[config.mk]
export PLATFORM = sky130hd
export DESIGN_NAME = decode_stage
export DESIGN_NICKNAME = d
export VERILOG_FILES = /design/src/rtl/decode_stage.sv
export SDC_FILE = /design/constraint.sdc
export NUM_CORES = 1
export LEC_CHECK = 0
export ABC_CLOCK_PERIOD_IN_PS = 15100
export CAP_MARGIN = 20
export CORE_ASPECT_RATIO = 1.25
export CORE_MARGIN = 3
export CORE_UTILIZATION = 54
export DETAILED_ROUTE_END_ITERATION = 8
export GPL_ROUTABILITY_DRIVEN = 0
export PLACE_DENSITY = 0.85
export SYNTH_ARGS = -nofsm -noshare
export SYNTH_HDL_FRONTEND = slang
export SYNTH_SLANG_ARGS = --single-unit
[constraint.sdc]
create_clock -name clk -period 15.1 [get_ports clk]
set_clock_uncertainty 0.15 [all_clocks]
set_input_delay 4.53 -clock clk [delete_from_list [all_inputs] [get_ports clk]]
set_output_delay 4.53 -clock clk [all_outputs]
set_load 0.01 [all_outputs]
[src/rtl/decode_stage.sv]
// Instruction decode stage: two-entry skid buffer (OUT + SKID) with a registered
// in_ready, decoding opcode into immediate format, register indices and use flags.
module decode_stage #(
    parameter int PC_WIDTH = 32
) (
    input  logic                clk,
    input  logic                rst,
    input  logic                flush,
    input  logic                in_valid,
    output logic                in_ready,
    input  logic [PC_WIDTH-1:0] in_pc,
    input  logic [31:0]         in_inst,
    output logic                out_valid,
    input  logic                out_ready,
    output logic [PC_WIDTH-1:0] out_pc,
    output logic [31:0]         out_inst,
    output logic [2:0]          out_imm_type,
    output logic [4:0]          out_rs1,
    output logic [4:0]          out_rs2,
    output logic [4:0]          out_rd,
    output logic                out_uses_rs1,
    output logic                out_uses_rs2,
    output logic                out_writes_rd,
    output logic                out_illegal
);

    localparam logic [2:0] IMM_NONE = 3'd0;
    localparam logic [2:0] IMM_I    = 3'd1;
    localparam logic [2:0] IMM_S    = 3'd2;
    localparam logic [2:0] IMM_B    = 3'd3;
    localparam logic [2:0] IMM_U    = 3'd4;
    localparam logic [2:0] IMM_J    = 3'd5;

    localparam logic [6:0] OPC_LUI    = 7'b0110111;
    localparam logic [6:0] OPC_AUIPC  = 7'b0010111;
    localparam logic [6:0] OPC_JAL    = 7'b1101111;
    localparam logic [6:0] OPC_JALR   = 7'b1100111;
    localparam logic [6:0] OPC_BRANCH = 7'b1100011;
    localparam logic [6:0] OPC_LOAD   = 7'b0000011;
    localparam logic [6:0] OPC_STORE  = 7'b0100011;
    localparam logic [6:0] OPC_OPIMM  = 7'b0010011;
    localparam logic [6:0] OPC_OP     = 7'b0110011;
    localparam logic [6:0] OPC_SYSTEM = 7'b1110011;

    localparam logic [1:0] ST_EMPTY = 2'd0;
    localparam logic [1:0] ST_ONE   = 2'd1;
    localparam logic [1:0] ST_FULL  = 2'd2;

    // Packed result: [6] illegal, [5] writes_rd, [4] uses_rs2, [3] uses_rs1, [2:0] imm_type.
    // Every legal opcode ends in 2'b11, so a bad inst[1:0] falls into the default arm.
    function automatic logic [6:0] decode_fn(input logic [31:0] inst);
        logic [2:0] imm;
        logic       r1;
        logic       r2;
        logic       wr;
        logic       ill;
        imm = IMM_NONE;
        r1  = 1'b0;
        r2  = 1'b0;
        wr  = 1'b0;
        ill = 1'b0;
        case (inst[6:0])
            OPC_LUI, OPC_AUIPC: begin imm = IMM_U; wr = 1'b1; end
            OPC_JAL:            begin imm = IMM_J; wr = 1'b1; end
            OPC_JALR, OPC_LOAD, OPC_OPIMM, OPC_SYSTEM:
                                begin imm = IMM_I; r1 = 1'b1; wr = 1'b1; end
            OPC_BRANCH:         begin imm = IMM_B; r1 = 1'b1; r2 = 1'b1; end
            OPC_STORE:          begin imm = IMM_S; r1 = 1'b1; r2 = 1'b1; end
            OPC_OP:             begin r1 = 1'b1; r2 = 1'b1; wr = 1'b1; end
            default:            ill = 1'b1;
        endcase
        wr = wr & (inst[11:7] != 5'd0);
        return {ill, wr, r2, r1, imm};
    endfunction

    logic [1:0]          state_q, state_d;
    logic                out_valid_q, out_valid_d;
    logic                in_ready_q, in_ready_d;
    logic [PC_WIDTH-1:0] skid_pc_q;
    logic [31:0]         skid_inst_q;
    logic [PC_WIDTH-1:0] out_pc_q;
    logic [31:0]         out_inst_q;
    logic [2:0]          out_imm_q;
    logic                out_r1_q, out_r2_q, out_wr_q, out_ill_q;

    logic                accept_s, take_s;
    logic                load_out_s, load_skid_s, from_skid_s;
    logic [PC_WIDTH-1:0] src_pc_s;
    logic [31:0]         src_inst_s;
    logic [6:0]          dec_s;

    assign accept_s   = in_valid & in_ready_q;
    assign take_s     = out_valid_q & out_ready;
    assign src_pc_s   = from_skid_s ? skid_pc_q : in_pc;
    assign src_inst_s = from_skid_s ? skid_inst_q : in_inst;
    assign dec_s      = decode_fn(src_inst_s);

    // Buffer occupancy and load steering; flush overrides every handshake.
    always_comb begin
        state_d     = state_q;
        load_out_s  = 1'b0;
        load_skid_s = 1'b0;
        from_skid_s = 1'b0;
        if (flush) begin
            state_d = ST_EMPTY;
        end else begin
            case (state_q)
                ST_EMPTY: begin
                    if (accept_s) begin
                        state_d    = ST_ONE;
                        load_out_s = 1'b1;
                    end else begin
                        state_d = ST_EMPTY;
                    end
                end
                ST_ONE: begin
                    if (accept_s && take_s) begin
                        load_out_s = 1'b1;
                    end else if (accept_s) begin
                        state_d     = ST_FULL;
                        load_skid_s = 1'b1;
                    end else if (take_s) begin
                        state_d = ST_EMPTY;
                    end else begin
                        state_d = ST_ONE;
                    end
                end
                ST_FULL: begin
                    if (take_s) begin
                        state_d     = ST_ONE;
                        load_out_s  = 1'b1;
                        from_skid_s = 1'b1;
                    end else begin
                        state_d = ST_FULL;
                    end
                end
                default: state_d = ST_EMPTY;
            endcase
        end
    end

    assign out_valid_d = (state_d != ST_EMPTY);
    assign in_ready_d  = (state_d != ST_FULL);

    // Control registers: state, output valid and the registered ready.
    always_ff @(posedge clk or posedge rst) begin
        if (rst) begin
            state_q     <= ST_EMPTY;
            out_valid_q <= 1'b0;
            in_ready_q  <= 1'b1;
        end else begin
            state_q     <= state_d;
            out_valid_q <= out_valid_d;
            in_ready_q  <= in_ready_d;
        end
    end

    // Skid entry holds the raw instruction; it is decoded only on its move to OUT.
    always_ff @(posedge clk or posedge rst) begin
        if (rst) begin
            skid_pc_q   <= {PC_WIDTH{1'b0}};
            skid_inst_q <= 32'd0;
        end else if (load_skid_s) begin
            skid_pc_q   <= in_pc;
            skid_inst_q <= in_inst;
        end
    end

    // OUT entry with decoded fields; holds while stalled.
    always_ff @(posedge clk or posedge rst) begin
        if (rst) begin
            out_pc_q   <= {PC_WIDTH{1'b0}};
            out_inst_q <= 32'd0;
            out_imm_q  <= IMM_NONE;
            out_r1_q   <= 1'b0;
            out_r2_q   <= 1'b0;
            out_wr_q   <= 1'b0;
            out_ill_q  <= 1'b0;
        end else if (load_out_s) begin
            out_pc_q   <= src_pc_s;
            out_inst_q <= src_inst_s;
            out_imm_q  <= dec_s[2:0];
            out_r1_q   <= dec_s[3];
            out_r2_q   <= dec_s[4];
            out_wr_q   <= dec_s[5];
            out_ill_q  <= dec_s[6];
        end
    end

    assign in_ready      = in_ready_q;
    assign out_valid     = out_valid_q;
    assign out_pc        = out_pc_q;
    assign out_inst      = out_inst_q;
    assign out_imm_type  = out_imm_q;
    assign out_rs1       = out_inst_q[19:15];
    assign out_rs2       = out_inst_q[24:20];
    assign out_rd        = out_inst_q[11:7];
    assign out_uses_rs1  = out_r1_q;
    assign out_uses_rs2  = out_r2_q;
    assign out_writes_rd = out_wr_q;
    assign out_illegal   = out_ill_q;

endmodule

# Word-level counts from Yosys, hierarchy flattened
# Index checks and enable logic that the tools add are counted.
# totals
ff_bits	139
output_inout_bits	88
# op_classes
n_reduce_logical	10
muxes	24
bitwise_logic	3
n_eq_ne	13
# op_table
operator	n
2-to-1 mux 32 bit	2
== test 7 bit (second input constant)	4
== test 7 x 6 -> 1 bit (second input constant)	3
2-to-1 mux 1 bit	15
case mux 3 bit (5 select lines)	1
== test 7 x 5 -> 1 bit (second input constant)	2
OR reduction 10 bit	1
2-to-1 mux 2 bit	4
OR reduction 8 bit	1
== test 7 x 2 -> 1 bit (second input constant)	1
OR reduction 7 bit	1
case mux 2 bit (3 select lines)	1
nonzero test 5 bit	1
OR reduction 4 bit	1
bitwise AND 1 bit	3
case mux 1 bit (3 select lines)	1
OR reduction 3 bit	1
== test 2 x 1 -> 1 bit (second input constant)	1
== test 2 bit (second input constant)	1
logical NOT 2 bit	1
!= test 2 bit (second input constant)	1
nonzero test 2 bit	1
OR reduction 2 bit	1
logical AND 1 bit	1

# Depth between registers and ports, before layout
# Gate-level depths: netlist of run 1.
# depth
depth_word	9
ltp_mapped	7

# Least setup slack after synthesis of run 1
# OpenSTA, ideal clock, no wires.
# synth_timing
path_type	input -> register
start	input port in_valid
end	register skid_inst_q[10]
setup_ns	0.125
slack_ns	9.264
t_arrival_ns	5.561
stages	5
required_time_ns	14.825
path_buffers	2
path_cell_list	and3b_1 nand3_1 buf_2 buf_2 mux2_2
# synth_via
elab_chain_cells	5
# synth_rtl
item	line	text
from (decl)	9	input logic in_valid,
bitwise AND 1 bit *	92	assign accept_s = in_valid & in_ready_q;
2-to-1 mux 1 bit / logical AND 1 bit (equally long branches)	119, 117	
2-to-1 mux 1 bit *	117	if (accept_s && take_s) begin
2-to-1 mux 1 bit *	107	case (state_q)
2-to-1 mux 1 bit *	104	if (flush) begin
to (signal assigned)	165	skid_inst_q <= in_inst;
to (decl)	80	logic [31:0] skid_inst_q;
# Every way passes the cells marked *; elsewhere a longest branch is shown, timed or not.
# A chain may end at the register's enable or synchronous reset.

# Final worst setup path of run 1
# layout_timing
start	input port flush
end	register out_inst_q[13], in the netlist out_inst[13]
# layout_via
elab_chain_cells	2
# layout_rtl
item	line	text
from (decl)	8	input logic flush,
2-to-1 mux 1 bit	104	
2-to-1 mux 32 bit	95	assign src_inst_s = from_skid_s ? skid_inst_q : in_inst;
to (signal assigned)	181	out_inst_q <= src_inst_s;
to (decl)	82	logic [31:0] out_inst_q;
# Several ways; a longest one is shown, not always the timed one.

==> results of run 1 <==
cell usage after synthesis, drive strengths merged:
cell type and number:
a211oi 2, a21boi 2, a21oi 8, a221oi 2, a22oi 2, a31oi 3, a32oi 2, a41o 1
a41oi 1, and3b 1, buf 34, clkbuf 25, dfrtp 138, dfstp 1, inv 8, mux2 63
mux2i 62, nand2 13, nand2b 3, nand3 3, nand3b 3, nand4b 4, nor2 4, nor2b 1
nor3 7, nor4 4, o211ai 2, o21a 1, o21ai 138, o221ai 1, o31a 1, o31ai 2
o41ai 1, or2 2, or3 1, or4 2, xnor2 2, xor2 1
worst max-delay path by stage:
stage	cells past startpoint	slack, ns	to	from
2_1_floorplan	1	6.70	out_illegal$_DFFE_PP0P_	rst
4_1_cts	6	8.09	out_inst[28]$_DFFE_PP0P_	out_ready
3_3_place_gp	6	7.84	out_pc[0]$_DFFE_PP0P_	out_ready
5_1_grt	6	7.87	out_inst[13]$_DFFE_PP0P_	out_ready
6_report	7	8.04	out_inst[13]$_DFFE_PP0P_	flush
3_5_place_dp	6	7.71	out_inst[28]$_DFFE_PP0P_	out_ready
metal layers:
| metal | wire length, um | global-route usage [%] |
|---|---|---|
| met5 | 0 | 0 |
| met4 | 652 | 13.3 |
| met3 | 835 | 6.86 |
| met2 | 8460 | 42.4 |
| met1 | 6100 | 30.1 |
power breakdown:
group / switching (mW) / internal (mW) / leakage [nW] / total [mW]
registers: 0.0999 / 0.521 / 1.70 / 0.621
clock network: 0.154 / 0.306 / 0.323 / 0.460
logic: 0.179 / 0.251 / 1.89 / 0.430
cells by family (layout without fill, tap and decap cells):
group	count (synthesis)	in the layout	synth area share, %
flops	139	139	54.3
mux	125	125	20.8
xor+xnor	3	3	0.410
compound gates	169	169	14.5
simple gates	48	48	4.34
buf+inv	67	201	5.61
registers in the layout, summed over array words and instances (netlist names):
register       cells
out_uses_rs2       1
out_illegal        1
in_ready           1
out_writes_rd      1
out_uses_rs1       1
state_q            2
skid_inst_q       32
skid_pc_q         32
out_valid          1
out_pc            32
out_inst          32
out_imm_type       3
worst reg2reg max path, stage by stage, from the launching register on:
cell and delay [ns]:
sky130_fd_sc_hd__dfrtp_1 0.44, sky130_fd_sc_hd__nand4b_1 0.43, sky130_fd_sc_hd__nand2b_4 0.51, sky130_fd_sc_hd__buf_4 0.73
sky130_fd_sc_hd__mux2i_1 0.37, sky130_fd_sc_hd__o21ai_1 0.12
cell type report:
cell class | count | share of cell area (%)
Multi-Input combinational cell | 345 | 30.2
Sequential cell | 139 | 40.6
Clock buffer | 21 | 5.49
Tap cell | 157 | 2.29
Timing Repair Buffer | 161 | 18.8
Inverter | 8 | 0.409
Clock inverter | 11 | 2.22
==> results.tsv, run 1 <==
stage	metric	value	unit
layout	area used by multi-input combinational logic	2580	um2
clock_network	Post-CTS Resized	0	
layout	leading cell type in the layout, fill and taps excluded	sky130_fd_sc_hd__clkdlybuf4s50_1	
layout	nets	741	
synth	count of mapped cells out of synthesis	551	
clock_network	total clock buffers created by CTS	17	
power	PnR Total Power	1.51	mW
critical_path	Setup CP Type	input port to flip-flop	
critical_path	Critical Path Most Common Cell	sky130_fd_sc_hd__buf_4	
floorplanning	x dimension of the die	103	um
timing	maximum clock rate	0.142	GHz
detailed_routing	Final ANT Viol Nets	0	
critical_path	Worst EP required	15.21	ns
place	HPWL after detailed placement	10.3	mm
critical_path	register-to-register setup slack	12.20	ns
clock_network	TritonCTS clock tree	done	
critical_path	CP bufs+invs	4	
critical_path	Setup crit end kind	flip-flop	
layout	register area	3480	um2
synth	synthesized area	6410	um2
timing	number of hold violations in the final report	0	
synth	average footprint of a synthesized cell	11.6	um2
global_route	GRT Util Overall	25.6	%
detailed_routing	TritonRoute pass-1 iters	5	
timing	PnR worst setup slack	8.04	ns
timing	shortest period the worst path allows	7.06	ns
global_route	maximum number of pins on one net before global-route repair	80	
layout	number of diodes added for antenna fixing	0	
timing	Slew Viols, Final	0	
critical_path	crit path DAT	7.17	ns
global_route	vias in the first global route	5269	
floorplanning	Die Y-Extent	128	um
min_path	worst hold path type	flip-flop to flip-flop	
critical_path	Max Fanout on Critical Path	79	
synth	top-area cell type share of the netlist area	53.9	%
floorplanning	total die area	13200	um2
global_route	Remaining Overflow, GRT	0	
run	max cap viols	0	
layout	proportion of layout cells with a drive suffix above 1	15.3	%
detailed_routing	starting DRC count in detailed routing	252	
timing	total of endpoints with negative setup slack in the final report	0	
place	cell area reported after detailed placement	7880	um2
clock_network	register clock-pin slew on the reported worst setup and hold paths	0.06	ns
timing	WHS	0.354	ns
clock_network	clk_lat worst skew	0.41	ns
global_route	wire length of the first global-routing pass	26.4	mm
detailed_routing	DRC viols	0	
timing	worst-margin pin slew	0.976	ns
place	input/output buffers	156	
detailed_routing	DR vias	4935	
synth	count of unique library cells instantiated by Yosys	48	
critical_path	master of the slowest instance on the critical path	sky130_fd_sc_hd__buf_4	
clock_network	setup repair bufs after CTS	0	
layout	leading cell types in the layout, fill and taps excluded	155 x sky130_fd_sc_hd__clkdlybuf4s50_1, 138 x sky130_fd_sc_hd__dfrtp_1, 80 x sky130_fd_sc_hd__o21ai_0, 62 x sky130_fd_sc_hd__mux2i_1, 58 x sky130_fd_sc_hd__o21ai_1	
global_route	initial antenna violation count	0	
timing	final total negative setup slack	0	ns
critical_path	delay of the slowest cell on the worst path	0.73	ns
min_path	cell count of the worst hold path	1	
timing	unrepaired setup endpoints after global routing	false	
min_path	hold_sp	skid_pc_q[20]$_DFFE_PP0P_	
synth	portion of the post-synthesis area used by sequential elements	54.3	%
clock_network	CTS Buffer Depth	2	
layout	Finished Core Util	75.4	%
critical_path	destination of the worst register-to-register timing path	out_inst[13]$_DFFE_PP0P_	
layout	filler cell count in the final layout	721	
synth	most area-consuming cells after synthesis	sky130_fd_sc_hd__dfrtp_1 54%, sky130_fd_sc_hd__mux2i_1 9.7%, sky130_fd_sc_hd__mux2_2 9.7%	
power	total power divided by cell area	177	nW/um2
place	instance count after placement with tap cells included	809	
clock_network	buffer cell driving the clock tree root	sky130_fd_sc_hd__clkbuf_16	
critical_path	cell class contributing the biggest share of worst-path delay	buffers and inverters	
critical_path	FF-to-FF path depth	5	
power	total leakage power	3.92	nW
detailed_routing	detailed-route wire length per cell	19.1	um
place	pre-CTS setup slack	7.71	ns
synth	leading area contributor after synthesis	sky130_fd_sc_hd__dfrtp_1	
power	worst ir drop on vdd	0.000102	V
synth	number of nets produced by synthesis	620	
detailed_routing	average vias per placed instance	5.86	
min_path	sink of the worst hold path	skid_pc_q[20]$_DFFE_PP0P_	
floorplanning	area of the core	11400	um2
layout	cell area after layout	8560	um2
clock_network	H-tree Lvls	4	
floorplanning	Ports	157	
status	run status	finished, final reports clean	
synth	Synth Register Bits	139	
clock_network	Sink Count	139	
timing	final critical-path share of the clock period	46.8	%
synth	Synth Warn #	0	
critical_path	critical path startpoint category	input port	
layout	count of placed standard cells in the final layout, fillers left out	842	
timing	worst relative slew slack	34.9	%
detailed_routing	total detailed-routing wirelength	16.1	mm
critical_path	cells traversed along the worst timing path	buf_2 > buf_4 > inv_1 > nand2b_4 > buf_4 > mux2i_1 > o21ai_1	
floorplanning	floorplan row count	43	
layout	Syn-to-layout area delta	33.7	%
clock_network	total of hold buffers inserted after clock tree synthesis	0	
floorplanning	starting density of the core	56.4	%
critical_path	reg-to-reg startpoint	state_q[1]$_DFF_PP0_	
Note: power is estimated with default switching activity, not from simulation.
==> inputs of run 2 (changes only) <==
ABC_CLOCK_PERIOD_IN_PS = 5700   (was 15100)
CORE_UTILIZATION = 45   (was 54)
PLACE_DENSITY = 0.76   (was 0.85)
clock period = 5.7 ns   (was 15.1 ns; I/O delays follow)
==> run 2 against run 1 <==
Net effect: sequential power rose to 2.6 times the previous value; die area rose by 19%; count of clock-buffer cells in the layout fell by 3; global-route usage fell by 5.2 points; critical path depth fell by 1; total power rose to 2.6 times the previous value; non-clock buffer count rose by 2; worst setup slack got worse by 6.2 ns; critical endpoint is now out_pc[20]$_DFFE_PP0P_; register-to-register slack got worse by 9.0 ns; highest routed layer unchanged.
==> results.tsv, run 2 (synthesis gave the netlist of run 1 again) <==
stage	metric	value	unit	change
place	pre-CTS setup slack	1.40	ns	-6.31 ns
place	instance count after placement with tap cells included	830		+2.6%
detailed_routing	Final ANT Viol Nets	0		unchanged
timing	unrepaired setup endpoints after global routing	false		
clock_network	buffer cell driving the clock tree root	sky130_fd_sc_hd__clkbuf_16		
place	HPWL after detailed placement	10.5	mm	+2.3%
global_route	wire length of the first global-routing pass	25.7	mm	-2.4%
timing	final critical-path share of the clock period	67.9	%	
clock_network	Post-CTS Resized	0		unchanged
layout	Syn-to-layout area delta	33.2	%	
floorplanning	Die Y-Extent	139	um	+9.1%
critical_path	master of the slowest instance on the critical path	sky130_fd_sc_hd__nand2b_4		
clock_network	total clock buffers created by CTS	17		unchanged
floorplanning	floorplan row count	48		+12%
critical_path	Setup CP Type	input port to flip-flop		
place	input/output buffers	156		unchanged
detailed_routing	DRC viols	0		unchanged
layout	leading cell type in the layout, fill and taps excluded	sky130_fd_sc_hd__clkdlybuf4s50_1		
timing	shortest period the worst path allows	3.87	ns	
timing	PnR worst setup slack	1.83	ns	-6.21 ns
global_route	vias in the first global route	4976		-5.6%
clock_network	setup repair bufs after CTS	0		unchanged
min_path	worst hold path type	flip-flop to flip-flop		
timing	final total negative setup slack	0	ns	unchanged
clock_network	total of hold buffers inserted after clock tree synthesis	0		unchanged
critical_path	Max Fanout on Critical Path	35		-56%
status	run status	finished, final reports clean		
clock_network	clk_lat worst skew	0.42	ns	about the same
global_route	initial antenna violation count	0		unchanged
clock_network	register clock-pin slew on the reported worst setup and hold paths	0.06	ns	about the same
layout	leading cell types in the layout, fill and taps excluded	155 x sky130_fd_sc_hd__clkdlybuf4s50_1, 138 x sky130_fd_sc_hd__dfrtp_1, 80 x sky130_fd_sc_hd__o21ai_0, 62 x sky130_fd_sc_hd__mux2i_1, 58 x sky130_fd_sc_hd__o21ai_1		
clock_network	Sink Count	139		unchanged
global_route	GRT Util Overall	20.4	%	-5.2 points
critical_path	cells traversed along the worst timing path	clkdlybuf4s50_1 > nand4b_1 > nand2b_4 > buf_4 > mux2i_1 > o21ai_1		
run	max cap viols	0		unchanged
floorplanning	x dimension of the die	113	um	+9.0%
critical_path	CP bufs+invs	2		-2
critical_path	delay of the slowest cell on the worst path	0.59	ns	-0.14 ns
clock_network	H-tree Lvls	4		unchanged
detailed_routing	starting DRC count in detailed routing	209		-17%
power	worst ir drop on vdd	0.000213	V	+110%
detailed_routing	detailed-route wire length per cell	18.2	um	-4.7%
critical_path	crit path DAT	4.00	ns	-3.17 ns
layout	count of placed standard cells in the final layout, fillers left out	862		+2.4%
critical_path	Worst EP required	5.83	ns	-9.38 ns
floorplanning	Ports	157		unchanged
critical_path	Setup crit end kind	flip-flop		
clock_network	CTS Buffer Depth	2		unchanged
critical_path	critical path startpoint category	input port		
timing	total of endpoints with negative setup slack in the final report	0		unchanged
timing	worst relative slew slack	34.6	%	-0.36 points
layout	number of diodes added for antenna fixing	0		unchanged
detailed_routing	total detailed-routing wirelength	15.7	mm	-2.5%
timing	number of hold violations in the final report	0		unchanged
floorplanning	starting density of the core	46.2	%	-10 points
timing	Slew Viols, Final	0		unchanged
detailed_routing	average vias per placed instance	5.59		-4.6%
floorplanning	total die area	15700	um2	+19%
power	total leakage power	3.89	nW	-0.79%
clock_network	TritonCTS clock tree	done		
layout	proportion of layout cells with a drive suffix above 1	15.7	%	+0.39 points
floorplanning	area of the core	13900	um2	+22%
critical_path	cell class contributing the biggest share of worst-path delay	simple AND/OR/NAND/NOR gates		
detailed_routing	DR vias	4819		-2.4%
timing	maximum clock rate	0.258	GHz	
layout	nets	743		+0.27%
detailed_routing	TritonRoute pass-1 iters	5		unchanged
timing	worst-margin pin slew	0.982	ns	+0.00544 ns
power	total power divided by cell area	455	nW/um2	+160%
global_route	maximum number of pins on one net before global-route repair	109		+36%
global_route	Remaining Overflow, GRT	0		unchanged
==> run 2: cell types whose count changed in the layout (fill, tap and decap cells not counted) <==
cell	previous run	this run
sky130_fd_sc_hd__buf_4	4	7
sky130_fd_sc_hd__clkbuf_1	1	0
sky130_fd_sc_hd__inv_6	1	2
sky130_fd_sc_hd__clkinv_4	2	3
sky130_fd_sc_hd__clkbuf_8	3	1
sky130_fd_sc_hd__clkinvlp_4	1	4
sky130_fd_sc_hd__bufinv_16	5	3
sky130_fd_sc_hd__buf_12	1	0
==> run 2: per-layer routing <==
metal,global-route usage (%),wire length (um),vias to the layer above
met5,0,0,-
met4,8.23,471,0
met3,4.39,762,34
met2,34.8,8120,168
met1,25.1,6300,2381
li1,-,-,2236
==> run 2: area by class of cell <==
cell class	instances	area [um2]
multi-input cells	345	2580
well taps	175	219
inverters	8	35.0
fillers	1136	5340
clock inverters	14	170
clock buffers	18	439
repair buffers	163	1610
flip-flops and latches	139	3480
==> run 2: power by group <==
group          internal [mW]  switching, mW
combinational          0.662          0.464
clock                  0.700          0.419
sequential              1.38          0.259
total                   2.74           1.14
==> run 2: path summary, 6_finish.rpt <==
check,from,end,slack (ns),depth (start not counted)
setup / recovery,out_ready,out_pc[20]$_DFFE_PP0P_,1.83,6
hold / removal,out_writes_rd$_DFFE_PP0P_,out_writes_rd$_DFFE_PP0P_,0.35,2
setup reg to reg,state_q[1]$_DFF_PP0_,out_pc[20]$_DFFE_PP0P_,3.15,5
hold reg to reg,out_writes_rd$_DFFE_PP0P_,out_writes_rd$_DFFE_PP0P_,0.35,2
max in group asynchronous,rst,skid_inst_q[10]$_DFFE_PP0P_,2.84,3
min in group asynchronous,rst,out_pc[14]$_DFFE_PP0P_,1.73,2
==> run 2: worst register-to-register path: stages (launching register included) <==
cell and delay (ns):
sky130_fd_sc_hd__dfrtp_1 0.43, sky130_fd_sc_hd__nand4b_1 0.39, sky130_fd_sc_hd__nand2b_4 0.59, sky130_fd_sc_hd__buf_4 0.50, sky130_fd_sc_hd__mux2i_1 0.26, sky130_fd_sc_hd__o21ai_1 0.08
==> run 2: through the flow <==
stage / hold WS (ns) / util [%] / area [um2] / power, mW
4_1_cts: 0.356 / 61.5 / 8540 / 3.92
3_5_place_dp: 0.343 / 57.1 / 7930 / 2.79
6_report: 0.351 / 61.5 / 8540 / 3.89
2_1_floorplan: 0.327 / - / 6410 / 2.21
3_3_place_gp: 0.333 / 57.1 / 7930 / 2.72
5_1_grt: 0.363 / 61.5 / 8540 / 4.10
==> inputs of run 3 (changes only) <==
ABC_CLOCK_PERIOD_IN_PS = 3600   (was 5700)
CORE_UTILIZATION = 50   (was 45)
PLACE_DENSITY = 0.8   (was 0.76)
clock period = 3.6 ns   (was 5.7 ns; I/O delays follow)
==> run 3 against run 2 <==
Net effect: largest cell class unchanged; hold slack is essentially flat; sequential power grew 58%; via count grew 1.1%; combinational power grew 59%; critical path type is now flip-flop to primary output; critical path depth shrank 5; die area shrank 9.5%; worst setup slack lost 0.97 ns; utilization grew 8.3 points.
==> results.tsv, run 3 (synthesis gave the netlist of run 1 again) <==
stage	metric	value	unit	change
critical_path	reg-to-reg startpoint	in_ready$_DFF_PP1_		
detailed_routing	highest metal layer with signal wires	met4		
clock_network	H-tree Lvls	4		unchanged
floorplanning	x dimension of the die	107	um	-4.9%
power	total leakage power	3.92	nW	+0.93%
clock_network	total clock buffers created by CTS	17		unchanged
clock_network	clk_lat worst skew	0.41	ns	about the same
critical_path	register-to-register setup slack	1.61	ns	-1.54 ns
clock_network	register clock-pin slew on the reported worst setup and hold paths	0.06	ns	about the same
layout	leading cell type in the layout, fill and taps excluded	sky130_fd_sc_hd__clkdlybuf4s50_1		
critical_path	Setup crit end kind	primary output		
floorplanning	area of the core	12300	um2	-11%
detailed_routing	met3 wire length	809	um	+6.2%
power	logic gate share of total power	29.5	%	+0.5 points
critical_path	cells traversed along the worst timing path	clkdlybuf4s50_1		
critical_path	Max Fanout on Critical Path	3		-91%
critical_path	Worst EP required	2.37	ns	-3.46 ns
global_route	initial antenna violation count	0		unchanged
detailed_routing	routed wire length on met2	8.40	mm	+3.5%
critical_path	Setup crit end	in_ready		
floorplanning	floorplan row count	45		-6.3%
critical_path	delay of the slowest cell on the worst path	0.57	ns	-0.02 ns
timing	maximum clock rate	0.365	GHz	
power	Sw Share	29.1	%	-0.32 points
detailed_routing	Final ANT Viol Nets	0		unchanged
clock_network	buffer cell driving the clock tree root	sky130_fd_sc_hd__clkbuf_16		
timing	Slew Viols, Final	0		unchanged
clock_network	CTS Buffer Depth	2		unchanged
layout	leading cell types in the layout, fill and taps excluded	155 x sky130_fd_sc_hd__clkdlybuf4s50_1, 138 x sky130_fd_sc_hd__dfrtp_1, 80 x sky130_fd_sc_hd__o21ai_0, 62 x sky130_fd_sc_hd__mux2i_1, 58 x sky130_fd_sc_hd__o21ai_1		
power	relative contribution of the clock network to total power	28.2	%	-0.6 points
clock_network	setup repair bufs after CTS	0		unchanged
detailed_routing	met1 wire length	6.08	mm	-3.4%
layout	proportion of layout cells with a drive suffix above 1	16.5	%	+0.83 points
critical_path	destination of the worst register-to-register timing path	skid_inst_q[0]$_DFFE_PP0P_		
critical_path	Setup CP Type	flip-flop to primary output		
power	switching pwr	1.78	mW	+56%
floorplanning	Ports	157		unchanged
critical_path	master of the slowest instance on the critical path	sky130_fd_sc_hd__clkdlybuf4s50_1		
detailed_routing	DR vias	4874		+1.1%
layout	number of diodes added for antenna fixing	0		unchanged
critical_path	cell class contributing the biggest share of worst-path delay	buffers and inverters		
clock_network	Post-CTS Resized	0		unchanged
timing	number of hold violations in the final report	0		unchanged
global_route	wire length of the first global-routing pass	25.6	mm	-0.46%
global_route	GRT Util Overall	22.5	%	+2.1 points
place	HPWL after detailed placement	10.7	mm	+1.4%
clock_network	Sink Count	139		unchanged
place	input/output buffers	156		unchanged
status	run status	finished, final reports clean		
power	worst ir drop on vdd	0.000344	V	+62%
critical_path	CP bufs+invs	1		-1
timing	worst-margin pin slew	0.719	ns	-0.262 ns
detailed_routing	detailed-route wire length per cell	18.2	um	about the same
critical_path	crit path DAT	1.51	ns	-2.49 ns
timing	final critical-path share of the clock period	76.2	%	
detailed_routing	TritonRoute pass-1 iters	5		unchanged
timing	worst relative slew slack	52.1	%	+17 points
global_route	maximum number of pins on one net before global-route repair	140		+28%
detailed_routing	DRC viols	0		unchanged
timing	shortest period the worst path allows	2.74	ns	
power	relative contribution of sequential cells to total power	42.3	%	about the same
clock_network	total of hold buffers inserted after clock tree synthesis	0		unchanged
global_route	vias in the first global route	5124		+3.0%
min_path	worst hold path type	flip-flop to flip-flop		
layout	Syn-to-layout area delta	34.4	%	
detailed_routing	average vias per placed instance	5.67		+1.5%
floorplanning	starting density of the core	52.0	%	+5.8 points
layout	register area	3480	um2	unchanged
timing	PnR worst setup slack	0.858	ns	-0.972 ns
global_route	Remaining Overflow, GRT	0		unchanged
critical_path	critical path depth in cells	1		-5
layout	area used by multi-input combinational logic	2580	um2	unchanged
power	Internal Dissipation	4.34	mW	+58%
power	PnR Total Power	6.12	mW	+57%
detailed_routing	starting DRC count in detailed routing	247		+18%
critical_path	FF-to-FF path depth	4		-1
timing	final total negative setup slack	0	ns	unchanged
layout	nets	751		+1.1%
power	total power divided by cell area	711	nW/um2	+56%
critical_path	critical path startpoint category	flip-flop		
clock_network	TritonCTS clock tree	done		
run	max cap viols	0		unchanged
place	pre-CTS setup slack	0.480	ns	-0.919 ns
detailed_routing	total detailed-routing wirelength	15.6	mm	-0.27%
layout	filler cell count in the final layout	894		-21%
timing	unrepaired setup endpoints after global routing	false		
floorplanning	total die area	14200	um2	-9.5%
timing	WHS	0.352	ns	+0.000438 ns
timing	total of endpoints with negative setup slack in the final report	0		unchanged
floorplanning	Die Y-Extent	133	um	-4.9%
critical_path	launch point of the critical path	in_ready$_DFF_PP1_		
## run 3: cell types whose count changed in the layout (fill, tap and decap cells not counted), sizes merged
cell | before | now
clkbuf | 18 | 22
buf | 8 | 16
inv | 9 | 7
clkinv | 6 | 2
clkinvlp | 4 | 7
bufinv | 3 | 2
## run 3: final cells by class
cell class | count | share of cell area [%]
sequential | 139 | 40.4
multi-input combinational | 345 | 30.0
clock inverter | 10 | 1.34
inverter | 8 | 0.392
tap | 164 | 2.38
timing repair buffer | 171 | 19.8
clock buffer | 22 | 5.62
## run 3: routing by layer
metal / global-route usage, % / vias to the layer above
li1: - / 2248
met4: 7.75 / 0
met1: 27.3 / 2429
met3: 4.25 / 28
met5: 0 / -
met2: 39.7 / 169
## run 3: power groups by stage
| stage | registers [mW] | clock network, mW | logic (mW) |
|---|---|---|---|
| finish | 2.59 | 1.72 | 1.80 |
| detailed placement | 2.61 | 0 | 1.82 |
| CTS | 2.59 | 1.76 | 1.83 |
| global placement | 2.56 | 0 | 1.76 |
| global route | 2.67 | 1.82 | 1.95 |
| floorplan | 2.60 | 0 | 0.900 |
## run 3: worst min path at each step
| stage | depth (start not counted) | from | slack, ns | end |
|---|---|---|---|---|
| floorplan | 1 | skid_inst_q[11]$_DFFE_PP0P_ | 0.33 | skid_inst_q[11]$_DFFE_PP0P_ |
| global placement | 1 | skid_pc_q[5]$_DFFE_PP0P_ | 0.34 | skid_pc_q[5]$_DFFE_PP0P_ |
| detailed placement | 1 | skid_pc_q[5]$_DFFE_PP0P_ | 0.34 | skid_pc_q[5]$_DFFE_PP0P_ |
| CTS | 1 | skid_pc_q[1]$_DFFE_PP0P_ | 0.35 | skid_pc_q[1]$_DFFE_PP0P_ |
| global route | 1 | skid_inst_q[12]$_DFFE_PP0P_ | 0.37 | skid_inst_q[12]$_DFFE_PP0P_ |
| finish | 1 | skid_pc_q[5]$_DFFE_PP0P_ | 0.35 | skid_pc_q[5]$_DFFE_PP0P_ |
## run 3: metrics by stage
stage / util [%] / instances / cell area (um2)
2_1_floorplan: - / 551 / 6410
3_3_place_gp: 65.0 / 827 / 8010
3_5_place_dp: 65.0 / 827 / 8010
4_1_cts: 69.8 / 859 / 8610
5_1_grt: 69.8 / 859 / 8610
6_report: 69.8 / 859 / 8610
